## config.mk

```make
export PLATFORM = sky130hd
export DESIGN_NAME = score_display_ctrl
export DESIGN_NICKNAME = d
export VERILOG_FILES = /design/src/rtl/score_display_ctrl.sv
export SDC_FILE = /design/constraint.sdc
export NUM_CORES = 1
export LEC_CHECK = 0
export CAP_MARGIN = 30
export CELL_PAD_IN_SITES_DETAIL_PLACEMENT = 1
export CELL_PAD_IN_SITES_GLOBAL_PLACEMENT = 1
export CORE_MARGIN = 5
export CORE_UTILIZATION = 40
export DETAILED_ROUTE_END_ITERATION = 7
export GPL_ROUTABILITY_DRIVEN = 0
export PLACE_DENSITY_LB_ADDON = 0.1
export SETUP_SLACK_MARGIN = 0.2
export SYNTH_ARGS = -nofsm -noshare
export SYNTH_HDL_FRONTEND = slang
export SYNTH_SLANG_ARGS = --single-unit
```

## constraint.sdc

```tcl
create_clock -name clk -period 3.8 [get_ports clk]
set_input_delay 0.38 -clock clk [delete_from_list [all_inputs] [get_ports clk]]
set_output_delay 0.38 -clock clk [all_outputs]
set_load 0.03 [all_outputs]
```

## src/rtl/score_display_ctrl.sv

```systemverilog
// rtl/score_display_ctrl.sv - six-digit HEX page sequencer for live/high score with game-over flash
// Optional feature macro: SCORE_LEADING_ZERO_BLANK_EN (blank HEX1 when a displayed tens digit is 0)
module score_display_ctrl #(
    parameter int TICK_DIV   = 25000000,
    parameter int OVER_TICKS = 6
) (
    input  logic       clk,
    input  logic       rst,
    input  logic       start,
    input  logic       point,
    input  logic       game_over,
    output logic [7:0] HEX5,
    output logic [7:0] HEX4,
    output logic [7:0] HEX3,
    output logic [7:0] HEX2,
    output logic [7:0] HEX1,
    output logic [7:0] HEX0,
    output logic       new_best,
    output logic [1:0] phase
);

    typedef enum logic [1:0] {
        ST_IDLE = 2'd0,
        ST_PLAY = 2'd1,
        ST_OVER = 2'd2
    } state_t;

    localparam int DIV_W  = (TICK_DIV > 2) ? $clog2(TICK_DIV) : 1;
    localparam int TCNT_W = (OVER_TICKS > 1) ? $clog2(OVER_TICKS) : 1;
    localparam logic [DIV_W-1:0]  DIV_MAX  = DIV_W'(TICK_DIV - 1);
    localparam logic [TCNT_W-1:0] TCNT_MAX = TCNT_W'(OVER_TICKS - 1);

    localparam logic [7:0] G_S     = 8'h92;
    localparam logic [7:0] G_C     = 8'hA7;
    localparam logic [7:0] G_R     = 8'hAF;
    localparam logic [7:0] G_H     = 8'h89;
    localparam logic [7:0] G_I     = 8'hFB;
    localparam logic [7:0] G_BLANK = 8'hFF;
    localparam logic [7:0] G_ZERO  = 8'hC0;

`ifdef SCORE_LEADING_ZERO_BLANK_EN
    localparam logic [7:0] RST_HEX1 = G_BLANK;
`else
    localparam logic [7:0] RST_HEX1 = G_ZERO;
`endif

    state_t              state;
    logic [3:0]          score_tens;
    logic [3:0]          score_ones;
    logic [3:0]          high_tens;
    logic [3:0]          high_ones;
    logic [DIV_W-1:0]    div_cnt;
    logic [TCNT_W-1:0]   tick_cnt;
    logic                blink;

    logic [3:0]          inc_tens;
    logic [3:0]          inc_ones;
    logic                score_full;
    logic                tick;
    logic                last_tick;

    logic [7:0]          page5;
    logic [7:0]          page4;
    logic [7:0]          page3;
    logic [7:0]          page2;
    logic [7:0]          page1;
    logic [7:0]          page0;

    // Digit to active-low segment glyph; DP always off
    function automatic logic [7:0] digit_glyph(input logic [3:0] d);
        logic [7:0] g;
        case (d)
            4'd0:    g = 8'hC0;
            4'd1:    g = 8'hF9;
            4'd2:    g = 8'hA4;
            4'd3:    g = 8'hB0;
            4'd4:    g = 8'h99;
            4'd5:    g = 8'h92;
            4'd6:    g = 8'h82;
            4'd7:    g = 8'hF8;
            4'd8:    g = 8'h80;
            4'd9:    g = 8'h90;
            default: g = 8'hFF;
        endcase
        return g;
    endfunction

    // Tens digit glyph, optionally suppressing a leading zero
    function automatic logic [7:0] tens_glyph(input logic [3:0] d);
        logic [7:0] g;
`ifdef SCORE_LEADING_ZERO_BLANK_EN
        g = (d == 4'd0) ? G_BLANK : digit_glyph(d);
`else
        g = digit_glyph(d);
`endif
        return g;
    endfunction

    assign score_full = (score_tens == 4'd9) && (score_ones == 4'd9);
    assign tick       = (div_cnt == DIV_MAX);
    assign last_tick  = (tick_cnt == TCNT_MAX);
    assign phase      = state;

    // BCD score after this cycle's point (saturating at 99); used for update and high compare
    always_comb begin
        inc_tens = score_tens;
        inc_ones = score_ones;
        if (point && !score_full) begin
            if (score_ones == 4'd9) begin
                inc_ones = 4'd0;
                inc_tens = score_tens + 4'd1;
            end else begin
                inc_ones = score_ones + 4'd1;
            end
        end
    end

    // Game phase FSM with score, high score, flash divider and blink state
    always_ff @(posedge clk or posedge rst) begin
        if (rst) begin
            state      <= ST_IDLE;
            score_tens <= 4'd0;
            score_ones <= 4'd0;
            high_tens  <= 4'd0;
            high_ones  <= 4'd0;
            new_best   <= 1'b0;
            div_cnt    <= '0;
            tick_cnt   <= '0;
            blink      <= 1'b0;
        end else begin
            case (state)
                ST_IDLE: begin
                    div_cnt  <= '0;
                    tick_cnt <= '0;
                    blink    <= 1'b0;
                    if (start) begin
                        state      <= ST_PLAY;
                        score_tens <= 4'd0;
                        score_ones <= 4'd0;
                        new_best   <= 1'b0;
                    end
                end
                ST_PLAY: begin
                    div_cnt  <= '0;
                    tick_cnt <= '0;
                    blink    <= 1'b0;
                    if (point) begin
                        score_tens <= inc_tens;
                        score_ones <= inc_ones;
                    end
                    if (game_over) begin
                        state <= ST_OVER;
                        // BCD pairs order the same as their decimal values
                        if ({inc_tens, inc_ones} > {high_tens, high_ones}) begin
                            high_tens <= inc_tens;
                            high_ones <= inc_ones;
                            new_best  <= 1'b1;
                        end
                    end
                end
                ST_OVER: begin
                    if (start) begin
                        state      <= ST_PLAY;
                        score_tens <= 4'd0;
                        score_ones <= 4'd0;
                        new_best   <= 1'b0;
                        div_cnt    <= '0;
                        tick_cnt   <= '0;
                        blink      <= 1'b0;
                    end else if (tick) begin
                        div_cnt <= '0;
                        if (last_tick) begin
                            state    <= ST_IDLE;
                            tick_cnt <= '0;
                            blink    <= 1'b0;
                        end else begin
                            tick_cnt <= tick_cnt + 1'b1;
                            blink    <= ~blink;
                        end
                    end else begin
                        div_cnt <= div_cnt + 1'b1;
                    end
                end
                default: begin
                    state <= ST_IDLE;
                end
            endcase
        end
    end

    // Page selection from the current state; registered on the next edge
    always_comb begin
        page5 = G_H;
        page4 = G_I;
        page3 = G_BLANK;
        page2 = G_BLANK;
        page1 = tens_glyph(high_tens);
        page0 = digit_glyph(high_ones);
        if (state == ST_PLAY || state == ST_OVER) begin
            page5 = G_S;
            page4 = G_C;
            page3 = G_R;
            page2 = G_BLANK;
            page1 = tens_glyph(score_tens);
            page0 = digit_glyph(score_ones);
            if (state == ST_OVER && new_best && blink) begin
                page1 = G_BLANK;
                page0 = G_BLANK;
            end
        end
    end

    // One registered output stage for the segment drives
    always_ff @(posedge clk or posedge rst) begin
        if (rst) begin
            HEX5 <= G_H;
            HEX4 <= G_I;
            HEX3 <= G_BLANK;
            HEX2 <= G_BLANK;
            HEX1 <= RST_HEX1;
            HEX0 <= G_ZERO;
        end else begin
            HEX5 <= page5;
            HEX4 <= page4;
            HEX3 <= page3;
            HEX2 <= page2;
            HEX1 <= page1;
            HEX0 <= page0;
        end
    end

endmodule

```

# == After elaboration in Yosys (flattened, before gate mapping) ==
# Memory sizes are Yosys's and may differ from the RTL's.
# Index checks and enable logic that the tools add are counted.
# classes
n_addsub,4
magnitude_cmp,1
n_eq_ne,13
muxes,37
bitwise_logic,1
n_reduce_logical,16
# ops
operator,count
25-bit 2-to-1 mux,2
25-bit one-hot mux with 2 select lines,1
8-bit 2-to-1 mux,4
4-bit 2-to-1 mux,7
"25-bit by 1-bit adder with 25-bit output, second input constant",1
"25-bit == test, second input constant",1
4-bit one-hot mux with 2 select lines,2
7-bit 2-to-1 mux,2
2-bit 2-to-1 mux,5
3-bit 2-to-1 mux,3
"4-bit by 1-bit adder with 4-bit output, second input constant",2
"4-bit == test, second input constant",2
8-bit greater-than comparator,1
"2-bit != test, second input constant",4
4-bit AND reduction,2
1-bit 2-to-1 mux,6
"3-bit != test, second input constant",2
2-bit one-hot mux with 3 select lines,1
3-bit one-hot mux with 2 select lines,1
3-bit AND reduction,2
5-bit 2-to-1 mux,1
1-bit logical AND,4
1-bit one-hot mux with 2 select lines,2
2-bit nonzero test,2
other kinds (11),12
# word_totals
regBits,88
mem_bits_ro,448
inputBits,5
word_cells,90
memories,4
# mem_list
memory,words,width,read_ports,rd_ports_with_merged_regs,write_ports,line,text
(name not given),16,7,1,0,0,72,case (d)
(name not given),16,7,1,0,0,72,
(name not given),16,7,1,0,0,72,
(name not given),16,7,1,0,0,72,

# == Depth between registers and ports, before layout ==
# logic_depth
ltp_word,9
depth_mapped,14
ltp_nobuf,13

# == Worst setup path after synthesis ==
# Ideal clock, no wire load.
# synth_path
path_type,register to register
start,reg score_ones[1]
end,reg high_ones[0]
t_arrival_ns,2.905
setup_slack_ns,0.770
path_stages_with_launch,14
n_path_buf,2
synth_period_minus_slack_ns,3.030
path_cell_list,dfrtp_1 > inv_1 > ha_1 > and3b_1 > and3_1 > clkbuf_1 > nand2_1 > o21ai_0 > ha_1 > nand4_1 > o21a_1 > o311a_1 > clkbuf_1 > mux2_2
# synth_between
elab_chain_cells,7
elab_cells_between_ends,11
# synth_rtl
element,line,text
from (decl),49,logic [3:0] score_ones;
from (signal assigned),149,score_ones <= inc_ones;
4-bit == test (*),"99, 109",
1-bit logical AND,99,assign score_full = (score_tens == 4'd9) && (score_ones == 4'd9);
1-bit logical NOT,108,if (point && !score_full) begin
1-bit logical AND,108,
4-bit 2-to-1 mux (*),108,
net inc_tens[2],56,logic [3:0] inc_tens;
8-bit greater-than comparator (*),154,"if ({inc_tens, inc_ones} > {high_tens, high_ones}) begin"
3-bit AND reduction (no line) (*),n/a,
to (signal assigned),156,high_ones <= inc_ones;
to (decl),51,logic [3:0] high_ones;
# Mark *: on every way through the listed nets, which the timed path passes. The rest lies on a longest branch.
# A chain may end at the register's enable or synchronous reset.

# == Final worst setup path ==
# layout_path
start,reg score_ones[1]
end,reg high_ones[1]
# The elaborated chain is that of the path after synthesis.

==> flow_metrics.tcl <==
set metrics [dict create \
    critical_path_depth 11 \
    ys_types 61 \
    grt-ovfl-total 0 \
    initial_core_util 0.413 \
    rr_worst_depth 11 \
    gr-usage-met3 0.0355 \
    rrSetupSlack_ps 570 \
    worstSetupStartpointType "flip-flop" \
    worstSetupPathType "flip-flop to flip-flop" \
    cts_max_level 3 \
    fin_crit_ps 3230 \
    r2r-end "high_ones[1]" \
    dieArea_um2 12900 \
    finalCritPeriodShare 0.851 \
    clk_pin_slew_ps 70 \
    num_rows 37 \
    setup_viol 0 \
    intPower_w 0.00186 \
    clockBufferDepth 2 \
    area_delta_synth_final_pct 12.6 \
    detail_route.wl_per_cell_um 16.3 \
    postRouteAntennaNets 0 \
    grt_max_degree 40 \
    insertion_delay_ps 360 \
    worst_pin_slew_ps 1040 \
    seqCellArea_um2 1610 \
    critPathCaptureType "flip-flop" \
    skew_ps 8.09 \
    cts_buffers 9 \
    cts.sinks 64 \
    grt_pass1_wl_um 17300 \
    grt_pass1_vias 3393 \
    critPathCapture "high_ones[1]" \
    cp_slowest_cell "o311a_2" \
    root_buffer "clkbuf_8" \
    yosys_warnings 0 \
    grtUsageTotal 0.169 \
    vias 3380 \
    tns_ps 0 \
    layout_commonest_cell "dfrtp_1" \
    synthArstFlopShare 1.00 \
    die_x_um 113 \
    ioPinCount 56 \
    ir_drop_uv 346 \
    path_buf_inv 1 \
    crit_start "score_ones[1]" \
    cap_violations 0 \
    core_um2 10400 \
    synth_edf_count 0 \
    drt-initial-drc-count 132 \
    met2_usage 0.262 \
    finalHoldViolCount 0 \
    nets 534 \
    hp-class "input pin to async pin" \
    avgSynthCellArea_um2 9.03 \
    seqPwrFrac 0.289 \
    required_ps 4040 \
    powerDensity_nw_per_um2 668 \
    synth-seq-cells 64 \
    multi_input_area_um2 2360 \
    fin_util 0.465 \
    max_clock_freq_mhz 309 \
    ys_seq_area_frac 0.375 \
    grt_setup_unrepaired "no" \
    use_met1 0.234 \
    drc_errors 0 \
    p_comb_frac 0.494 \
    drive_gt1_frac 0.0920 \
    r2r-start "score_ones[1]" \
    power.switching_w 0.00136 \
    drtPass1Iterations 4 \
    arrival_ps 3470 \
    cpPeakStageDelay_ps 490 \
    status "finished clean" \
    cpMostUsedCell "ha_1" \
    layout_common_cells "61 x dfrtp_1, 44 x nor2_1, 37 x nand2_1" \
    swShare 0.422 \
    slew_violations 0 \
    synthCells 474 \
    slew_headroom 0.307 \
    path_cells "inv_1, ha_1, and3b_1, and3_1, nand2_1, o21ai_0, ha_1, nand4_1, a21oi_1, o311a_2, mux2_2" \
    synthFlopType "dfrtp_1" \
    cp_top_family "compound AO/OA/AOI/OAI gates" \
    tritoncts "done" \
    clock_power_share 0.216 \
    top_usage_layer "met2" \
    vias_per_cell 5.31 \
    synth_area_um2 4280 \
    diodes 0 \
    crit_fanout 9 \
    io_buffers 31 \
    antenna_found_initial 0 \
    place_hpwl_um 7720 \
    fillers 1225 \
    die_y_um 113 \
    p_leak_nw 2.10 \
    wl_um 10400 \
]
==> area by class of cell <==
class,instances,share of cell area
repair buffers,35,0.0732
clock inverters,2,0.0125
well taps,136,0.0353
multi-input cells,359,0.490
inverters,26,0.0203
clock buffers,14,0.0358
flip-flops and latches,64,0.333
==> timing repair <==
| action | 4_1_cts | 5_1_grt |
|---|---|---|
| setup endpoints to repair | 0 | 3 |
| gates resized for setup | 0 | 1 |
| setup buffers | 0 | 0 |
| hold buffers | 0 | 0 |
==> routing by layer <==
metal	routed length [um]	share of wire
met5	0	0
met4	201	0.019
met3	400	0.038
met2	4690	0.45
met1	5100	0.49
==> synth_stat cells (8+ instances only) <==
cell type	n	share of area
xor2_1	14	0.029
ha_1	34	0.099
mux2_2	9	0.024
nand4_1	10	0.015
buf_4	32	0.056
o21ai_0	25	0.029
xnor2_1	8	0.016
nand3_1	19	0.022
clkbuf_1	13	0.011
dfrtp_1	61	0.36
a21oi_1	32	0.037
nor2_1	44	0.039
nand2_1	37	0.032
inv_1	26	0.023
==> worst reg2reg max path, stage by stage (launching register included) <==
cell	delay [ps]
dfrtp_1	470
inv_1	150
ha_1	260
and3b_1	240
and3_1	330
nand2_1	110
o21ai_0	270
ha_1	310
nand4_1	120
a21oi_1	80
o311a_2	490
mux2_2	300
==> power by group through the flow <==
| stage | clock network (W) | registers [W] | logic, W |
|---|---|---|---|
| 5_1_grt | 0.000740 | 0.000956 | 0.00174 |
| 2_1_floorplan | 0 | 0.00108 | 0.000988 |
| 6_report | 0.000696 | 0.000932 | 0.00159 |
| 3_3_place_gp | 0 | 0.000940 | 0.00159 |
| 4_1_cts | 0.000716 | 0.000936 | 0.00161 |
| 3_5_place_dp | 0 | 0.000947 | 0.00160 |
==> cells by family after synthesis <==
family	share of synthesized area
simple gates	0.189
mux	0.0366
buf+inv	0.0927
flops	0.375
other cells	0.00176
xor+xnor	0.0450
compound gates	0.161
fa+ha+maj	0.0994
==> state kept, by name (all words and copies together), names as in the netlist <==
| name | flops |
|---|---|
| score_ones | 4 |
| high_ones | 4 |
| high_tens | 4 |
| phase | 2 |
| new_best | 1 |
| HEX1 | 7 |
| HEX4 | 1 |
| HEX0 | 7 |
| blink | 1 |
| HEX3 | 1 |
| tick_cnt | 3 |
| score_tens | 4 |
| div_cnt | 25 |
==> worst min path at each step <==
| stage | startpoint | end | slack (ps) | cells past startpoint |
|---|---|---|---|---|
| 2_1_floorplan | tick_cnt[1] | tick_cnt[1] | 460 | 1 |
| 3_3_place_gp | tick_cnt[1] | tick_cnt[1] | 480 | 1 |
| 3_5_place_dp | tick_cnt[1] | tick_cnt[1] | 510 | 1 |
| 4_1_cts | rst | div_cnt[16] | 270 | 2 |
| 5_1_grt | rst | div_cnt[23] | 290 | 2 |
| 6_report | rst | div_cnt[16] | 280 | 2 |
==> stage by stage <==
stage	total power, W	worst slack [ps]	instance area (um2)	instances	hold slack (ps)
floorplan	0.00207	770	4360	496	456
global placement	0.00253	596	4560	619	482
detailed placement	0.00255	451	4580	620	506
CTS	0.00326	427	4820	636	273
global route	0.00344	308	4820	636	294
finish	0.00322	568	4820	636	276
No activity file was read; power rests on OpenSTA's default activity.
